<file path="src/rtl/cdb_scheduler.sv">
// ---------------------------------------------------------------------------
// cdb_scheduler
//
// Arbitrates the single Common Data Bus among NUM_REQ result producers
// (FP adder, FP multiplier, load unit). At most one requester is granted
// per cycle. The winner's tag and data are registered onto the CDB, so a
// grant in cycle N is broadcast in cycle N+1 for exactly one cycle.
//
// There are two arbitration modes:
//   mode = 0 : round-robin, starting the scan at rr_ptr.
//   mode = 1 : fixed priority (index 0 highest). A requester that has waited
//              STARVE_LIMIT cycles overrides the fixed order. If several
//              are starved, the lowest starved index wins.
//
// Ports
//   clk        clock; all state changes on the rising edge
//   rst        synchronous active-high reset; also forces req_grant to 0
//   mode       0 = round-robin, 1 = fixed priority with aging
//   req_valid  per-requester "result pending"
//   req_tag    packed tags; requester i is at [i*TAG_WIDTH +: TAG_WIDTH]
//   req_data   packed results, packed the same way
//   req_grant  one-hot or zero; combinational, in the selection cycle
//   cdb_valid  registered broadcast strobe
//   cdb_tag    registered broadcast tag (holds when no broadcast)
//   cdb_data   registered broadcast data (holds when no broadcast)
//   grant_idx  registered index of the requester now on the CDB
//   err_tag    sticky flag: some requester asserted req_valid with tag 0
// ---------------------------------------------------------------------------
module cdb_scheduler #(
    parameter int NUM_REQ      = 3,
    parameter int TAG_WIDTH    = 4,
    parameter int DATA_WIDTH   = 32,
    parameter int STARVE_LIMIT = 4,
    localparam int IDX_W       = (NUM_REQ > 1) ? $clog2(NUM_REQ) : 1
) (
    input  logic                            clk,
    input  logic                            rst,
    input  logic                            mode,
    input  logic [NUM_REQ-1:0]              req_valid,
    input  logic [NUM_REQ*TAG_WIDTH-1:0]    req_tag,
    input  logic [NUM_REQ*DATA_WIDTH-1:0]   req_data,
    output logic [NUM_REQ-1:0]              req_grant,
    output logic                            cdb_valid,
    output logic [TAG_WIDTH-1:0]            cdb_tag,
    output logic [DATA_WIDTH-1:0]           cdb_data,
    output logic [IDX_W-1:0]                grant_idx,
    output logic                            err_tag
);

    // The wait counter must be able to hold STARVE_LIMIT itself (saturation).
    localparam int                CNT_W    = $clog2(STARVE_LIMIT + 1);
    localparam logic [CNT_W-1:0]  LIMIT_C  = CNT_W'(STARVE_LIMIT);
    localparam logic [IDX_W-1:0]  LAST_IDX = IDX_W'(NUM_REQ - 1);

    logic [TAG_WIDTH-1:0]  tag_arr  [NUM_REQ];
    logic [DATA_WIDTH-1:0] data_arr [NUM_REQ];
    logic [NUM_REQ-1:0]    eligible;
    logic [NUM_REQ-1:0]    bad_tag;
    logic [NUM_REQ-1:0]    starved;

    logic                  sel_valid;
    logic [IDX_W-1:0]      sel_idx;
    logic [IDX_W-1:0]      scan_idx;

    logic [IDX_W-1:0]      rr_ptr_q, rr_ptr_d;
    logic [CNT_W-1:0]      wait_cnt_q [NUM_REQ];
    logic [CNT_W-1:0]      wait_cnt_d [NUM_REQ];
    logic                  cdb_valid_q, cdb_valid_d;
    logic [TAG_WIDTH-1:0]  cdb_tag_q, cdb_tag_d;
    logic [DATA_WIDTH-1:0] cdb_data_q, cdb_data_d;
    logic [IDX_W-1:0]      grant_idx_q, grant_idx_d;
    logic                  err_tag_q, err_tag_d;

    // Per-requester unpacking and classification. Tag 0 means "no tag",
    // so a valid request carrying it can never be granted.
    generate
        for (genvar gi = 0; gi < NUM_REQ; gi++) begin : g_req
            assign tag_arr[gi]   = req_tag[gi*TAG_WIDTH +: TAG_WIDTH];
            assign data_arr[gi]  = req_data[gi*DATA_WIDTH +: DATA_WIDTH];
            assign eligible[gi]  = req_valid[gi] && (tag_arr[gi] != '0);
            assign bad_tag[gi]   = req_valid[gi] && (tag_arr[gi] == '0);
            assign starved[gi]   = eligible[gi] && (wait_cnt_q[gi] >= LIMIT_C);
            assign req_grant[gi] = sel_valid && (sel_idx == IDX_W'(gi));
        end
    endgenerate

    // Winner selection from registered rr_ptr / wait counters.
    always_comb begin
        sel_valid = 1'b0;
        sel_idx   = '0;
        scan_idx  = '0;
        if (mode == 1'b0) begin
            for (int k = 0; k < NUM_REQ; k++) begin
                // rr_ptr_q and k are both below NUM_REQ, so one wrap suffices.
                if (int'(rr_ptr_q) + k >= NUM_REQ) begin
                    scan_idx = IDX_W'(int'(rr_ptr_q) + k - NUM_REQ);
                end else begin
                    scan_idx = IDX_W'(int'(rr_ptr_q) + k);
                end
                if (!sel_valid && eligible[scan_idx]) begin
                    sel_valid = 1'b1;
                    sel_idx   = scan_idx;
                end
            end
        end else begin
            // Starved requesters first, lowest index among them.
            for (int i = 0; i < NUM_REQ; i++) begin
                if (!sel_valid && starved[i]) begin
                    sel_valid = 1'b1;
                    sel_idx   = IDX_W'(i);
                end
            end
            for (int i = 0; i < NUM_REQ; i++) begin
                if (!sel_valid && eligible[i]) begin
                    sel_valid = 1'b1;
                    sel_idx   = IDX_W'(i);
                end
            end
        end
        // No grant may be issued while reset is asserted.
        if (rst) begin
            sel_valid = 1'b0;
        end
    end

    // Next-state computation for the broadcast register and bookkeeping.
    always_comb begin
        cdb_valid_d = sel_valid;
        cdb_tag_d   = cdb_tag_q;
        cdb_data_d  = cdb_data_q;
        grant_idx_d = grant_idx_q;
        rr_ptr_d    = rr_ptr_q;
        err_tag_d   = err_tag_q | (|bad_tag);

        if (sel_valid) begin
            cdb_tag_d   = tag_arr[sel_idx];
            cdb_data_d  = data_arr[sel_idx];
            grant_idx_d = sel_idx;
            rr_ptr_d    = (sel_idx == LAST_IDX) ? '0 : sel_idx + 1'b1;
        end

        // Aging: reset on grant or withdrawal, count up while passed over.
        for (int i = 0; i < NUM_REQ; i++) begin
            if (req_grant[i] || !req_valid[i]) begin
                wait_cnt_d[i] = '0;
            end else if (eligible[i] && (wait_cnt_q[i] < LIMIT_C)) begin
                wait_cnt_d[i] = wait_cnt_q[i] + 1'b1;
            end else begin
                wait_cnt_d[i] = wait_cnt_q[i];
            end
        end
    end

    always_ff @(posedge clk) begin
        if (rst) begin
            rr_ptr_q    <= '0;
            cdb_valid_q <= 1'b0;
            cdb_tag_q   <= '0;
            cdb_data_q  <= '0;
            grant_idx_q <= '0;
            err_tag_q   <= 1'b0;
            for (int i = 0; i < NUM_REQ; i++) begin
                wait_cnt_q[i] <= '0;
            end
        end else begin
            rr_ptr_q    <= rr_ptr_d;
            cdb_valid_q <= cdb_valid_d;
            cdb_tag_q   <= cdb_tag_d;
            cdb_data_q  <= cdb_data_d;
            grant_idx_q <= grant_idx_d;
            err_tag_q   <= err_tag_d;
            for (int i = 0; i < NUM_REQ; i++) begin
                wait_cnt_q[i] <= wait_cnt_d[i];
            end
        end
    end

    assign cdb_valid = cdb_valid_q;
    assign cdb_tag   = cdb_tag_q;
    assign cdb_data  = cdb_data_q;
    assign grant_idx = grant_idx_q;
    assign err_tag   = err_tag_q;

endmodule

</file>
<file path="config.mk">
export PLATFORM = sky130hd
export DESIGN_NAME = cdb_scheduler
export DESIGN_NICKNAME = d
export VERILOG_FILES = /design/src/rtl/cdb_scheduler.sv
export SDC_FILE = /design/constraint.sdc
export NUM_CORES = 1
export LEC_CHECK = 0
export CORE_MARGIN = 2
export CORE_UTILIZATION = 41
export CTS_CLUSTER_SIZE = 24
export DETAILED_ROUTE_END_ITERATION = 12
export PLACE_DENSITY = 0.86
export SLEW_MARGIN = 20
export SYNTH_ARGS = -nofsm -noshare
export SYNTH_HDL_FRONTEND = slang
export SYNTH_SLANG_ARGS = --single-unit
</file>
<file path="constraint.sdc">
create_clock -name clk -period 5.7 [get_ports clk]
set_input_delay 0.57 -clock clk [delete_from_list [all_inputs] [get_ports clk]]
set_output_delay 0.57 -clock clk [all_outputs]
set_load 0.1 [all_outputs]
</file>
Yosys cells after proc, flatten, opt, wreduce, memory -nomap -nowiden
Memory sizes are Yosys's and may differ from the RTL's.
Cells that the tools add are included.
{"block": "totals", "reg_bits": 42, "ramBits": 9, "in_bits": 114, "out_inout_bits": 43, "wordCells": 137, "memories": 1}
{"memory": "wait_cnt_q", "words": 3, "width": 3, "read_ports": 3, "rd_ports_with_merged_regs": 0, "write_ports": 3, "line_no": "66", "rtl": "logic [CNT_W-1:0] wait_cnt_q [NUM_REQ];"}
{"block": "op_classes", "addsub": 9, "n_lt_le_gt_ge": 13, "n_eq_ne": 2, "mux": 58, "n_bitwise": 5, "n_reduce_logical": 43}
{"op": "32-bit binary-select mux with 2-bit select", "count": 1}
{"op": "32-bit 2-to-1 mux", "count": 2}
{"op": "2-bit 2-to-1 mux", "count": 15}
{"op": "3-bit 2-to-1 mux", "count": 9}
{"op": "1-bit 2-to-1 mux", "count": 25}
{"op": "1-bit logical AND", "count": 22}
{"op": "3-bit >= comparator (second input constant)", "count": 4}
{"op": "4-bit zero test", "count": 3}
{"op": "4-bit nonzero test", "count": 3}
{"op": "1-bit zero test", "count": 10}
{"op": "3-bit by 1-bit adder with 3-bit output (second input constant)", "count": 3}
{"op": "2-bit by 3-bit < comparator with 1-bit output (second input constant)", "count": 3}
{"op": "3-bit < comparator (second input constant)", "count": 3}
{"op": "4-bit binary-select mux with 2-bit select", "count": 1}
{"op": "4-bit 2-to-1 mux", "count": 2}
{"op": "1-bit binary-select mux with 2-bit select", "count": 3}
{"op": "3-bit by 2-bit >= comparator with 1-bit output (second input constant)", "count": 2}
{"op": "1-bit bitwise OR", "count": 4}
{"op": "2-bit by 1-bit subtractor with 2-bit output (second input constant)", "count": 2}
{"op": "2-bit by 1-bit adder with 3-bit output (second input constant)", "count": 1}
{"op": "2-bit by 2-bit adder with 3-bit output (second input constant)", "count": 1}
{"op": "1-bit logical OR", "count": 3}
{"op": "2-bit NOT with 3-bit output", "count": 1}
{"op": "3-bit OR reduction", "count": 1}
{"op": "other kinds (6)", "count": 6}

Longest topological paths before layout
{"block": "depth", "word_depth": 30, "depth_mapped": 11, "mapped_depth_nobuf": 9}

Worst setup path before layout
OpenSTA, ideal clock, no wires.
{"block": "synth_path", "path_type": "input port to output port", "start": "in req_tag[4]", "end": "out req_grant[0]", "arrival_ps": 3596, "setup_slack_ps": 1534, "cell_stages": 6, "cell_sequence": "o41ai_2 nor2_1 o21ai_0 nand3_1 buf_2 nor3_1"}
{"block": "synth_between", "elab_chain_cells": 24}
{"element": "from (decl)", "line_no": "40", "rtl": "input logic [NUM_REQ*TAG_WIDTH-1:0] req_tag,"}
{"element": "4-bit nonzero test (*)", "line_no": "80", "rtl": "assign eligible[gi] = req_valid[gi] && (tag_arr[gi] != '0);"}
{"element": "1-bit logical AND (*)", "line_no": "80"}
{"element": "1-bit logical AND", "line_no": "82", "rtl": "assign starved[gi] = eligible[gi] && (wait_cnt_q[gi] >= LIMIT_C);"}
{"element": "1-bit logical AND", "line_no": "108", "rtl": "if (!sel_valid && starved[i]) begin"}
{"element": "1-bit 2-to-1 mux", "line_no": "108"}
{"element": "1-bit 2-to-1 mux", "line_no": "92", "rtl": "if (mode == 1'b0) begin"}
{"element": "1-bit zero test", "line_no": "108"}
{"element": "1-bit logical AND", "line_no": "108"}
{"element": "(+8 left out)"}
{"element": "1-bit 2-to-1 mux", "line_no": "114", "rtl": "if (!sel_valid && eligible[i]) begin"}
{"element": "1-bit 2-to-1 mux", "line_no": "92"}
{"element": "1-bit zero test", "line_no": "114"}
{"element": "1-bit logical AND", "line_no": "114"}
{"element": "1-bit 2-to-1 mux / 2-bit 2-to-1 mux (equally long branches)", "line_no": "114"}
{"element": "1-bit 2-to-1 mux / 2-bit 2-to-1 mux (equally long branches)", "line_no": "92"}
{"element": "1-bit 2-to-1 mux / 2-bit zero test (equally long branches)", "line_no": "121, 83"}
{"element": "1-bit logical AND (*)", "line_no": "83", "rtl": "assign req_grant[gi] = sel_valid && (sel_idx == IDX_W'(gi));"}
{"element": "to (decl)", "line_no": "42", "rtl": "output logic [NUM_REQ-1:0] req_grant,"}
Mark *: on every way between the ends. The rest lies on a longest branch, timed or not. The select of a mux whose other input is x is not followed.

Worst setup path after layout
{"block": "layout_path", "start": "in req_tag[0]", "end": "out req_grant[1]"}
{"block": "layout_between", "elab_chain_cells": 27}
{"element": "4-bit nonzero test (*)", "line_no": "80"}
{"element": "1-bit logical AND (*)", "line_no": "80"}
{"element": "1-bit logical AND", "line_no": "82"}
{"element": "1-bit 2-to-1 mux", "line_no": "108"}
{"element": "1-bit 2-to-1 mux", "line_no": "92"}
{"element": "1-bit zero test", "line_no": "108"}
{"element": "1-bit logical AND", "line_no": "108"}
{"element": "1-bit 2-to-1 mux", "line_no": "108"}
{"element": "(+11 left out)"}
{"element": "1-bit 2-to-1 mux", "line_no": "114"}
{"element": "1-bit 2-to-1 mux", "line_no": "92"}
{"element": "1-bit zero test", "line_no": "114"}
{"element": "1-bit logical AND", "line_no": "114"}
{"element": "2-bit 2-to-1 mux / 1-bit 2-to-1 mux (equally long branches)", "line_no": "114"}
{"element": "2-bit 2-to-1 mux / 1-bit 2-to-1 mux (equally long branches)", "line_no": "92"}
{"element": "2-bit by 1-bit == test with 1-bit output / 1-bit 2-to-1 mux (equally long branches)", "line_no": "83, 121"}
{"element": "1-bit logical AND (*)", "line_no": "83"}
Marks and branches as above.

==> metrics.cfg <==
[critical_path]
cp_cell_sequence=clkdlybuf4s50_1, o41ai_1, o2111ai_1, and3_1, nor2_1, clkdlybuf4s50_1
crit_path_largest_cell_delay_ns=1.15
crit_path_frequent_cell=sky130_fd_sc_hd__clkdlybuf4s50_1
critical_path.endpoint_type=primary output
crit_fanout=4
critical_path_required_ns=5.13
timing.critical_path.from_type=primary input
timing.critical_path.slowest_stage_cell=sky130_fd_sc_hd__clkdlybuf4s50_1
crit_arrival_ns=3.51
critPathKind=primary input to primary output

[cts]
ctsHoldBuffers=0
cts_root_buffer=sky130_fd_sc_hd__clkbuf_8
cts.reportedPaths.clkPinSlew_ns=0.09
cts_made_buffers=5
ctsLongestPathBuffers=2
tritoncts=yes
clkLatencyLatePin_ns=0.30
number_of_clock_sinks=51
clock_tree.htree_level_count=2
post_cts_resized=0
post_cts_buffers=0

[hold_path]
min_path_type=register to register

[power_and_ir_drop]
power.switching_fraction_pct=46.6
pwr-share-clk_pct=19.4
switchingPower_w=0.000715
seqPwrFrac_pct=28.8
power_leakage_nw=1.69
pwr-share-comb_pct=51.8
power_density_nw_per_um2=351
vdd_ir_drop_max_v=0.000257
internal_power_w=0.000819

[timing]
worst_skew_ns=0.0113
period_share_pct=71.6
worst_slew_margin_rel_pct=33.5
finalHoldViolCount=0
setup_viol_count_final=0
fmaxAchievable_mhz=245
timing_worst_slew_pin_value_ns=0.995
finalCriticalPeriod_ns=4.08
grt_setup_unrepaired=false
total_negative_setup_slack_ns=0
slew_viol_final=0

[status]
outcome=completed

[drt]
drt_pass1_iterations=4
ant_nets=0
route.vias.total=3193
wl_per_cell_um=17.4
route.detailed.drc=0
iter_0_drt_violations=156
vias_per_cell=6.00
totalWireLength_um=9250

[global_route]
antenna_found_initial=0
first_global_vias=3116
grt_max_degree=81
overall_global_routing_usage_pct=25.2
grt_pass1_wl_um=14900
globalRouteOverflowTotal=0

[synth]
synth_seq_cells=51
synth.distinct_cells=35
syn_area_um2=2670
synth.yosys.seq_area_share_pct=38.3
synth_area_per_cell_um2=8.43
synth.yosys.warnings=0
post_synth_inst_count=316
mappedNetlistNets=435

[placed_design]
place_hpwl_um=6410
io_buffer_count=156
dpl_cell_area_um2=4230
routabilityCongestion=0.873

[die]
io_pins=157
die_w_um=84.6
die-area_um2=7160
placeableCoreArea_um2=6310
row_count=29
initial_core_util_pct=42.2
die_height_um=84.6

[finish]
num_antenna_cells=0
num-nets-final=573
drive_above_1_share_pct=4.40
final_non_filler_cell_area_um2=4370
syn_to_final_growth_pct=63.9

[job]
maxCapViolations=0

cells by family (layout without fill, tap and decap cells):
logic type | Yosys count | after routing | share of synthesized area, %
AOI/OAI and AO/OA | 113 | 113 | 34.7
and+or+nand+nor | 107 | 107 | 17.6
DFF | 51 | 51 | 38.3
buffers and inverters | 36 | 175 | 5.63
adders and majority gates | 5 | 5 | 2.35
xor gates and xnor gates | 3 | 3 | 0.986
muxes | 1 | 1 | 0.376
path summary, 6_finish.rpt:
path,start,endpoint,slack (ns),cells past startpoint
min,cdb_data[31]$_SDFFE_PP0P_,cdb_data[31]$_SDFFE_PP0P_,0.46,2
max,req_tag[0],req_grant[1],1.62,6
max reg2reg,rr_ptr_q[0]$_SDFFE_PP0P_,wait_cnt_q[0][1]$_SDFFE_PP0P_,2.92,8
min reg2reg,cdb_data[31]$_SDFFE_PP0P_,cdb_data[31]$_SDFFE_PP0P_,0.46,2
critical path, delay by kind of cell:
| family | cells | cell delay (ns) |
|---|---|---|
| AOI/OAI and AO/OA | 2 | 0.99 |
| buffers and inverters | 2 | 1.63 |
| and+or+nand+nor | 2 | 0.32 |
routing by layer:
| layer | vias up | GRT usage [%] | wire length [um] | part of all wire [%] |
|---|---|---|---|---|
| met4 | 0 | 7.94 | 133 | 1.4 |
| li1 | 1508 | - | - | - |
| met3 | 10 | 6.98 | 825 | 8.9 |
| met2 | 154 | 43.5 | 4520 | 49 |
| met5 | - | 0 | 0 | 0 |
| met1 | 1521 | 30.4 | 3770 | 41 |
through the flow:
stage	hold slack (ns)	setup slack [ns]	std cells	util, %	power, W
after floorplan	0.453	1.53	316	-	0.00101
after global placement	0.445	1.67	524	67.0	0.00124
after detailed placement	0.451	1.64	524	67.0	0.00125
after CTS	0.464	1.63	532	69.2	0.00154
after global routing	0.487	1.38	532	69.2	0.00160
final	0.458	1.62	532	69.2	0.00153
cells in the final DEF (no fill, tap or decap), types with 2 or more instances in the layout:
| cell type | Yosys | layout |
|---|---|---|
| sky130_fd_sc_hd__a221oi_1 | 37 | 37 |
| sky130_fd_sc_hd__inv_1 | 4 | 4 |
| sky130_fd_sc_hd__o41ai_4 | 2 | 2 |
| sky130_fd_sc_hd__o41a_1 | 3 | 3 |
| sky130_fd_sc_hd__clkbuf_8 | 0 | 5 |
| sky130_fd_sc_hd__o211ai_1 | 5 | 5 |
| sky130_fd_sc_hd__a211oi_1 | 3 | 3 |
| sky130_fd_sc_hd__nor2_1 | 19 | 19 |
| sky130_fd_sc_hd__and2_1 | 2 | 2 |
| sky130_fd_sc_hd__xnor2_1 | 3 | 3 |
| sky130_fd_sc_hd__dfxtp_1 | 51 | 51 |
| sky130_fd_sc_hd__nand3_1 | 37 | 37 |
| sky130_fd_sc_hd__nand2_1 | 41 | 41 |
| sky130_fd_sc_hd__bufinv_16 | 0 | 2 |
| sky130_fd_sc_hd__a21oi_1 | 11 | 11 |
| sky130_fd_sc_hd__o21ai_0 | 4 | 4 |
| sky130_fd_sc_hd__nor3_1 | 3 | 3 |
| sky130_fd_sc_hd__a22oi_1 | 38 | 38 |
| sky130_fd_sc_hd__ha_1 | 5 | 5 |
| sky130_fd_sc_hd__buf_4 | 0 | 8 |
| sky130_fd_sc_hd__nor4_1 | 3 | 3 |
| sky130_fd_sc_hd__clkdlybuf4s50_1 | 0 | 154 |
flip-flops by register name, summed over array words and instances (netlist names):
register / cells
cdb_data: 32
rr_ptr_q: 2
err_tag: 1
wait_cnt_q: 9
cdb_valid: 1
grant_idx: 2
cdb_tag: 4
cells in the mapped netlist:
cell type                   instances  area [um^2]
sky130_fd_sc_hd__dfxtp_1           51         1020
sky130_fd_sc_hd__nand2_1           41          154
sky130_fd_sc_hd__a22oi_1           38          285
sky130_fd_sc_hd__a221oi_1          37          324
sky130_fd_sc_hd__nand3_1           37          185
sky130_fd_sc_hd__nor2_1            19         71.3
sky130_fd_sc_hd__clkbuf_1          18         67.6
sky130_fd_sc_hd__buf_2             12         60.1
sky130_fd_sc_hd__a21oi_1           11         55.1
sky130_fd_sc_hd__ha_1               5         62.6
sky130_fd_sc_hd__o211ai_1           5         37.5
sky130_fd_sc_hd__inv_1              4         15.0
sky130_fd_sc_hd__o21ai_0            4         20.0
sky130_fd_sc_hd__a211oi_1           3         22.5
sky130_fd_sc_hd__nor3_1             3         15.0
sky130_fd_sc_hd__nor4_1             3         18.8
sky130_fd_sc_hd__o41a_1             3         33.8
sky130_fd_sc_hd__xnor2_1            3         26.3
sky130_fd_sc_hd__and2_1             2         12.5
sky130_fd_sc_hd__o41ai_4            2         55.1
sky130_fd_sc_hd__a211o_1            1         8.76
sky130_fd_sc_hd__a21boi_0           1         7.51
sky130_fd_sc_hd__a311oi_1           1         8.76
sky130_fd_sc_hd__a31oi_1            1         6.26
sky130_fd_sc_hd__and3_1             1         6.26
sky130_fd_sc_hd__buf_1              1         3.75
sky130_fd_sc_hd__inv_2              1         3.75
sky130_fd_sc_hd__mux2i_1            1         10.0
sky130_fd_sc_hd__nor2b_1            1         6.26
sky130_fd_sc_hd__o2111ai_1          1         8.76
sky130_fd_sc_hd__o21a_1             1         7.51
sky130_fd_sc_hd__o221a_1            1         11.3
sky130_fd_sc_hd__o311ai_1           1         8.76
sky130_fd_sc_hd__o41ai_1            1         8.76
sky130_fd_sc_hd__o41ai_2            1         16.3
power by group through the flow:
stage	Clock [W]	Combinational (W)	Sequential, W
finish	0.000298	0.000795	0.000441
global route	0.000320	0.000830	0.000449
CTS	0.000303	0.000797	0.000442
detailed placement	0	0.000795	0.000450
global placement	0	0.000788	0.000447
floorplan	0	0.000183	0.000827
final cells by class:
cell class	count	area, um^2
timing repair buffer	162	1600
inverter	5	18.8
multi-input combinational	229	1490
tap	77	96.3
sequential	51	1020
clock buffer	5	68.8
fill	537	1950
clock inverter	3	67.6
Note: power is estimated with default switching activity, not from simulation.
